## src/rtl/alu4_pkg.sv

```systemverilog
// rtl/alu4_pkg.sv - shared types and constants for the two-requester ALU arbiter
package alu4_pkg;

  localparam int N_REQ  = 2;
  localparam int DATA_W = 4;

  typedef enum logic [2:0] {
    ALU_ADD = 3'b000,
    ALU_SUB = 3'b001,
    ALU_NOT = 3'b010,
    ALU_AND = 3'b011,
    ALU_OR  = 3'b100,
    ALU_XOR = 3'b101,
    ALU_SLT = 3'b110,
    ALU_EQ  = 3'b111
  } alu_op_t;

  typedef struct packed {
    logic [DATA_W-1:0] out;
    logic              zero;
    logic              carry;
    logic              ovf;
  } alu_res_t;

  // State value doubles as the round-robin pointer: the requester favoured on a tie
  typedef enum logic {
    PRI0 = 1'b0,
    PRI1 = 1'b1
  } arb_state_t;

endpackage

```

## src/rtl/alu4_share_arb_if.sv

```systemverilog
// rtl/alu4_share_arb_if.sv - request/response channels of both requesters
interface alu4_share_arb_if;
  import alu4_pkg::*;

  logic [N_REQ-1:0]             req_valid;
  logic [N_REQ-1:0]             req_ready;
  logic [N_REQ-1:0][2:0]        req_op;
  logic [N_REQ-1:0][DATA_W-1:0] req_a;
  logic [N_REQ-1:0][DATA_W-1:0] req_b;
  logic [N_REQ-1:0]             rsp_valid;
  logic [N_REQ-1:0]             rsp_ready;
  logic [N_REQ-1:0][DATA_W-1:0] rsp_out;
  logic [N_REQ-1:0]             rsp_zero;
  logic [N_REQ-1:0]             rsp_carry;
  logic [N_REQ-1:0]             rsp_ovf;

  modport master (
    output req_valid, req_op, req_a, req_b, rsp_ready,
    input  req_ready, rsp_valid, rsp_out, rsp_zero, rsp_carry, rsp_ovf
  );

  modport slave (
    input  req_valid, req_op, req_a, req_b, rsp_ready,
    output req_ready, rsp_valid, rsp_out, rsp_zero, rsp_carry, rsp_ovf
  );

endinterface

```

## src/rtl/alu4_core.sv

```systemverilog
// rtl/alu4_core.sv - combinational 4-bit two's-complement ALU with zero/carry/overflow
module alu4_core
  import alu4_pkg::*;
(
  input  alu_op_t           op,
  input  logic [DATA_W-1:0] a,
  input  logic [DATA_W-1:0] b,
  output alu_res_t          res
);

  logic [DATA_W:0] sum;
  logic [DATA_W:0] diff;

  assign sum  = {1'b0, a} + {1'b0, b};
  assign diff = {1'b0, a} - {1'b0, b};

  always_comb begin
    res = '0;
    case (op)
      ALU_ADD: begin
        res.out   = sum[DATA_W-1:0];
        res.carry = sum[DATA_W];
        res.ovf   = (a[DATA_W-1] == b[DATA_W-1]) && (sum[DATA_W-1] != a[DATA_W-1]);
      end
      // carry out of the subtraction reads as a borrow
      ALU_SUB: begin
        res.out   = diff[DATA_W-1:0];
        res.carry = diff[DATA_W];
        res.ovf   = (a[DATA_W-1] != b[DATA_W-1]) && (diff[DATA_W-1] != a[DATA_W-1]);
      end
      ALU_NOT: res.out = ~a;
      ALU_AND: res.out = a & b;
      ALU_OR:  res.out = a | b;
      ALU_XOR: res.out = a ^ b;
      ALU_SLT: res.out = {{(DATA_W-1){1'b0}}, ($signed(a) < $signed(b))};
      ALU_EQ:  res.out = {{(DATA_W-1){1'b0}}, (a == b)};
      default: res.out = '0;
    endcase
    res.zero = (res.out == '0);
  end

endmodule

```

## src/rtl/alu4_share_arb.sv

```systemverilog
// rtl/alu4_share_arb.sv - round-robin sharing of one ALU between two requesters
module alu4_share_arb
  import alu4_pkg::*;
#(
  parameter int CNT_W = 8
) (
  input  logic                        clk,
  input  logic                        rst_n,
  alu4_share_arb_if.slave             bus,
  output logic [N_REQ-1:0][CNT_W-1:0] done_cnt
);

  arb_state_t       state;
  arb_state_t       state_n;
  logic [N_REQ-1:0] elig;
  logic             winner;
  logic             grant;
  alu_op_t          alu_op;
  alu_res_t         alu_res;

  // A full slot being drained this cycle can be refilled in the same cycle
  assign elig = bus.req_valid & (~bus.rsp_valid | bus.rsp_ready);

  always_comb begin
    state_n       = state;
    winner        = 1'b0;
    bus.req_ready = '0;
    case (elig)
      2'b01:   winner = 1'b0;
      2'b10:   winner = 1'b1;
      2'b11:   winner = (state == PRI1);
      default: winner = 1'b0;
    endcase
    grant = (|elig) && rst_n;
    if (grant) begin
      bus.req_ready[winner] = 1'b1;
      state_n = winner ? PRI0 : PRI1;
    end
  end

  always_ff @(posedge clk or negedge rst_n) begin
    if (!rst_n) state <= PRI0;
    else        state <= state_n;
  end

  assign alu_op = alu_op_t'(bus.req_op[winner]);

  alu4_core u_alu (
    .op  (alu_op),
    .a   (bus.req_a[winner]),
    .b   (bus.req_b[winner]),
    .res (alu_res)
  );

  always_ff @(posedge clk or negedge rst_n) begin
    if (!rst_n) begin
      bus.rsp_valid <= '0;
      bus.rsp_out   <= '0;
      bus.rsp_zero  <= '0;
      bus.rsp_carry <= '0;
      bus.rsp_ovf   <= '0;
      done_cnt      <= '0;
    end else begin
      for (int i = 0; i < N_REQ; i++) begin
        if (bus.req_ready[i]) begin
          bus.rsp_valid[i] <= 1'b1;
          bus.rsp_out[i]   <= alu_res.out;
          bus.rsp_zero[i]  <= alu_res.zero;
          bus.rsp_carry[i] <= alu_res.carry;
          bus.rsp_ovf[i]   <= alu_res.ovf;
          if (done_cnt[i] != {CNT_W{1'b1}})
            done_cnt[i] <= done_cnt[i] + {{(CNT_W-1){1'b0}}, 1'b1};
        end else if (bus.rsp_ready[i]) begin
          bus.rsp_valid[i] <= 1'b0;
        end
      end
    end
  end

endmodule

```

## src/flat_wrapper.sv

```systemverilog
// flat-port wrapper written by rule: the top's interface ports become plain ports
module alu4_share_arb_flat import alu4_pkg::*;
#(
  parameter int CNT_W = 8
)
  (clk, rst_n, done_cnt, bus_req_valid, bus_req_op, bus_req_a, bus_req_b, bus_rsp_ready, bus_req_ready, bus_rsp_valid, bus_rsp_out, bus_rsp_zero, bus_rsp_carry, bus_rsp_ovf);
  alu4_share_arb_if bus_i ();
  input  logic clk;
  input  logic rst_n;
  output logic [N_REQ-1:0][CNT_W-1:0] done_cnt;
  input wire logic [$bits(bus_i.req_valid)-1:0] bus_req_valid;
  input wire logic [$bits(bus_i.req_op)-1:0] bus_req_op;
  input wire logic [$bits(bus_i.req_a)-1:0] bus_req_a;
  input wire logic [$bits(bus_i.req_b)-1:0] bus_req_b;
  input wire logic [$bits(bus_i.rsp_ready)-1:0] bus_rsp_ready;
  output wire logic [$bits(bus_i.req_ready)-1:0] bus_req_ready;
  output wire logic [$bits(bus_i.rsp_valid)-1:0] bus_rsp_valid;
  output wire logic [$bits(bus_i.rsp_out)-1:0] bus_rsp_out;
  output wire logic [$bits(bus_i.rsp_zero)-1:0] bus_rsp_zero;
  output wire logic [$bits(bus_i.rsp_carry)-1:0] bus_rsp_carry;
  output wire logic [$bits(bus_i.rsp_ovf)-1:0] bus_rsp_ovf;
  assign bus_i.req_valid = bus_req_valid;
  assign bus_i.req_op = bus_req_op;
  assign bus_i.req_a = bus_req_a;
  assign bus_i.req_b = bus_req_b;
  assign bus_i.rsp_ready = bus_rsp_ready;
  assign bus_req_ready = bus_i.req_ready;
  assign bus_rsp_valid = bus_i.rsp_valid;
  assign bus_rsp_out = bus_i.rsp_out;
  assign bus_rsp_zero = bus_i.rsp_zero;
  assign bus_rsp_carry = bus_i.rsp_carry;
  assign bus_rsp_ovf = bus_i.rsp_ovf;
  alu4_share_arb #(.CNT_W(CNT_W)) u_core (.clk(clk), .rst_n(rst_n), .bus(bus_i), .done_cnt(done_cnt));
endmodule
```

## config.mk

```make
export PLATFORM = sky130hd
export DESIGN_NAME = alu4_share_arb_flat
export DESIGN_NICKNAME = d
export VERILOG_FILES = /design/src/rtl/alu4_pkg.sv /design/src/rtl/alu4_share_arb_if.sv /design/src/rtl/alu4_core.sv /design/src/rtl/alu4_share_arb.sv /design/src/flat_wrapper.sv
export SDC_FILE = /design/constraint.sdc
export NUM_CORES = 1
export LEC_CHECK = 0
export ABC_AREA = 1
export BUFFER_PORTS_ARGS = -buffer_cell sky130_fd_sc_hd__buf_2
export CAP_MARGIN = 20
export CELL_PAD_IN_SITES_DETAIL_PLACEMENT = 1
export CELL_PAD_IN_SITES_GLOBAL_PLACEMENT = 1
export CORE_ASPECT_RATIO = 0.9
export CORE_MARGIN = 1
export CORE_UTILIZATION = 38
export DETAILED_ROUTE_END_ITERATION = 10
export HOLD_SLACK_MARGIN = 0.05
export PLACE_DENSITY = 0.83
export SYNTH_ARGS = -nofsm -noshare
export SYNTH_HDL_FRONTEND = slang
export SYNTH_SLANG_ARGS = --single-unit
```

## constraint.sdc

```tcl
create_clock -name clk -period 3.35 [get_ports clk]
set_input_delay 0 -clock clk [delete_from_list [all_inputs] [get_ports clk]]
set_output_delay 0 -clock clk [all_outputs]
set_load 0.01 [all_outputs]
```

==> out/results.md <==
* top routing layer in use: met4
* Max-slew headroom: 68.1%
* number of violations of the max-capacitance limit: 0
* primary flip-flop cell chosen by synthesis mapping: dfrtp_1
* result of the run: finished with violations
* met3 wire length: 194 um
* placement row count: 26
* pre-CTS setup slack: 260 ps
* root cell of the clock tree: clkbuf_8
* antenna-violating nets left: 0
* most area-hungry cell type in the Yosys netlist: dfrtp_1
* total global routing track utilization: 21.2%
* Final Max Slew Viols: 0
* Sum Neg Setup Slack: 0 ps
* wire length of the first global-routing pass: 10,900 um
* Yosys warning total: 0
* number of antenna repair diodes: 0
* clock latency at the later pin of the worst-skew pair: 280 ps
* via count: 2,167
* buffer levels on the longest clock path: 2
* flip-flop and latch count after synthesis: 33
* Crit. End Element: register
* peak supply drop: 265 uV
* Setup Viol. Count Final: 0
* Placer Congestion: 0.817
* worst endpoint data arrival time: 3150 ps
* Post-route DRC: 5
* top cells by area in the synthesized netlist: dfrtp_1 (35%), nand2_1 (12%), ha_1 (7.5%)
* total count of hold-check failures in the final report: 0
* vertical die dimension: 76.5 um
* static leakage: 1.60 nW
* Detail Placement HPWL: 4960 um
* routed length on met1: 3080 um
* most common cell in the synthesized netlist: nand2_1
* WL final: 6410 um
* peak clock frequency supported by timing: 0.341 GHz
* slew at the pin closest to its max-slew limit: 473 ps
* worst clock skew: 6.85 ps
* required time of the worst setup path: 3570 ps
* async set or reset register ratio after synthesis: 100%
* post-route setup slack: 418 ps
* met2 WL post-DR: 3100 um
* synthesis-to-layout area growth: 22.7%
* syn nets: 345
* critical path startpoint category: register
* area of the die: 6490 um^2
* critical path class: register to register
* placeable core region: 5820 um^2
* level count of the clock H-tree: 2
* IO Pins: 62
* HP Class: input pin to async pin
* violated checks: design-rule violations
* number of distinct standard cells referenced by the synthesized netlist: 36
* share of the yosys chip area belonging to registers: 35.2%
* largest net degree at the start of global routing: 35
* power per standard cell area: 616 nW/um^2
* number of nets in the layout: 413
* Avg Synthesized Cell Area: 7.79 um^2
* fraction of layout instances using a drive strength above 1: 25.4%
* Routed wire per std cell: 14.6 um
* number of port buffers: 61
* TritonCTS clock tree: built
* number of synthesized flops with an enable pin: 0
* synthesized netlist cell count: 301
* number of DRC violations after detailed-routing iteration 0: 125
* number of antenna violations at the first check in global routing: 0
* clock sinks: 33
* minimum clock period: 2930 ps
* vias in the first global route: 2,257
* mapped cell area: 2340 um^2
* total grt overflow: 0
* first-pass detailed-route iteration total: 9
* Via density: 4.93
* RSZ-0062 raised after global routing: no
* final cycle utilization of the critical path: 87.5%
* number of buffers added by the clock tree synthesis step: 5
* top cell types by occurrence after synthesis: nand2_1 (78), nor2_1 (43), inv_1 (36)
* width of the chip: 84.8 um
* area share of the largest cell type after synthesis: 35.2%
* effective utilization at floorplan: 40.3%
* critical path fanouts, max: 23
* Clock Pin Slew Worst Setup and Hold Paths: 70 ps
-- metal layers --
layer | up-vias | GRT usage [%]
li1 | 1085 | -
met1 | 1038 | 28.5
met2 | 39 | 36.3
met3 | 5 | 2.82
met4 | 0 | 4.24
met5 | - | 0
-- power by group --
| group | switching, mW | internal (mW) |
|---|---|---|
| clock | 0.145 | 0.243 |
| sequential | 0.121 | 0.529 |
| combinational | 0.448 | 0.287 |
| total | 0.714 | 1.06 |
-- stage by stage --
stage / area, um^2 / power, mW / hold slack, ps / util [%] / cells
after floorplan: 2340 / 1.10 / -296 / - / 301
after global placement: 2720 / 1.34 / 101 / 46.6 / 428
after detailed placement: 2720 / 1.39 / 101 / 46.6 / 428
after CTS: 2860 / 1.79 / 332 / 49.1 / 439
after global routing: 2880 / 1.91 / 356 / 49.4 / 440
final: 2880 / 1.77 / 314 / 49.4 / 440
-- layout by cell type, fill, tap and decap left out, types with 4 or more instances in the layout --
cell | Yosys | layout
dfrtp_1 | 33 | 33
inv_1 | 36 | 36
clkbuf_8 | 0 | 6
ha_1 | 14 | 14
xnor2_1 | 8 | 8
nand2_1 | 78 | 78
nand3_1 | 22 | 22
nor2_1 | 43 | 43
nand3b_1 | 5 | 5
o21ai_0 | 11 | 11
nand2_2 | 4 | 4
xor2_1 | 7 | 7
buf_2 | 0 | 61
-- registers in the layout, summed over array words and instances, names as in the netlist --
signal                cells
u_core.bus.rsp_out        8
u_core.state              1
u_core.bus.rsp_valid      2
u_core.bus.rsp_zero       2
u_core.done_cnt          16
u_core.bus.rsp_carry      2
u_core.bus.rsp_ovf        2
-- layout make-up --
cell class	count	area [um^2]
Inverter	37	141
Fill cell	760	2950
Clock buffer	7	86.3
Tap cell	70	87.6
Clock inverter	1	30.0
Multi-Input combinational cell	226	1360
Timing Repair Buffer	66	350
Sequential cell	33	826
-- worst max-delay path, cell delays in order, from the launching register on --
cell     delay [ps]
dfrtp_1         390
nand2_2         100
nand3_4         130
nand2_8         180
nand2_1          80
o21ai_2          80
inv_1            80
ha_1            230
fa_1            380
or2_2           310
nand4_1          70
o21ai_0          80
inv_1            60
nor2_1           30
nand2_1          60
nand2_1          50
nor2_1           80
nand3_1         130
nor2_1          170
nand3_1         100
nand2_1          70
-- worst paths after layout --
path | from | slack (ps) | cells past startpoint | endpoint
setup / recovery | u_core.bus.rsp_valid[0] | 420 | 20 | u_core.bus.rsp_zero[0]
min in group clk | bus_req_a[7] | 360 | 5 | u_core.bus.rsp_ovf[0]
max in group asynchronous | rst_n | 2710 | 3 | u_core.bus.rsp_out[2]
hold / removal | rst_n | 310 | 3 | u_core.done_cnt[5]
setup reg to reg | u_core.bus.rsp_valid[0] | 420 | 20 | u_core.bus.rsp_zero[0]
hold reg to reg | u_core.bus.rsp_out[0] | 490 | 2 | u_core.bus.rsp_out[0]
-- kinds of logic (layout without fill, tap and decap cells) --
family          after synthesis  after routing  synth area share, %
fa+ha+maj                    16             16                 9.18
mux                           1              1                0.480
flops                        33             33                 35.2
compound gates               25             25                 7.47
simple gates                169            169                 34.7
buf+inv                      42            111                 7.31
xor+xnor                     15             15                 5.60
-- what timing repair did --
| action | in CTS | in global routing |
|---|---|---|
| setup buffers | 0 | 1 |
| gates resized for setup | 0 | 1 |
| hold buffers | 3 | 0 |
| setup endpoints to repair | 0 | 2 |
| hold endpoints to repair | 35 | 0 |
(Power assumes the default switching activity.)
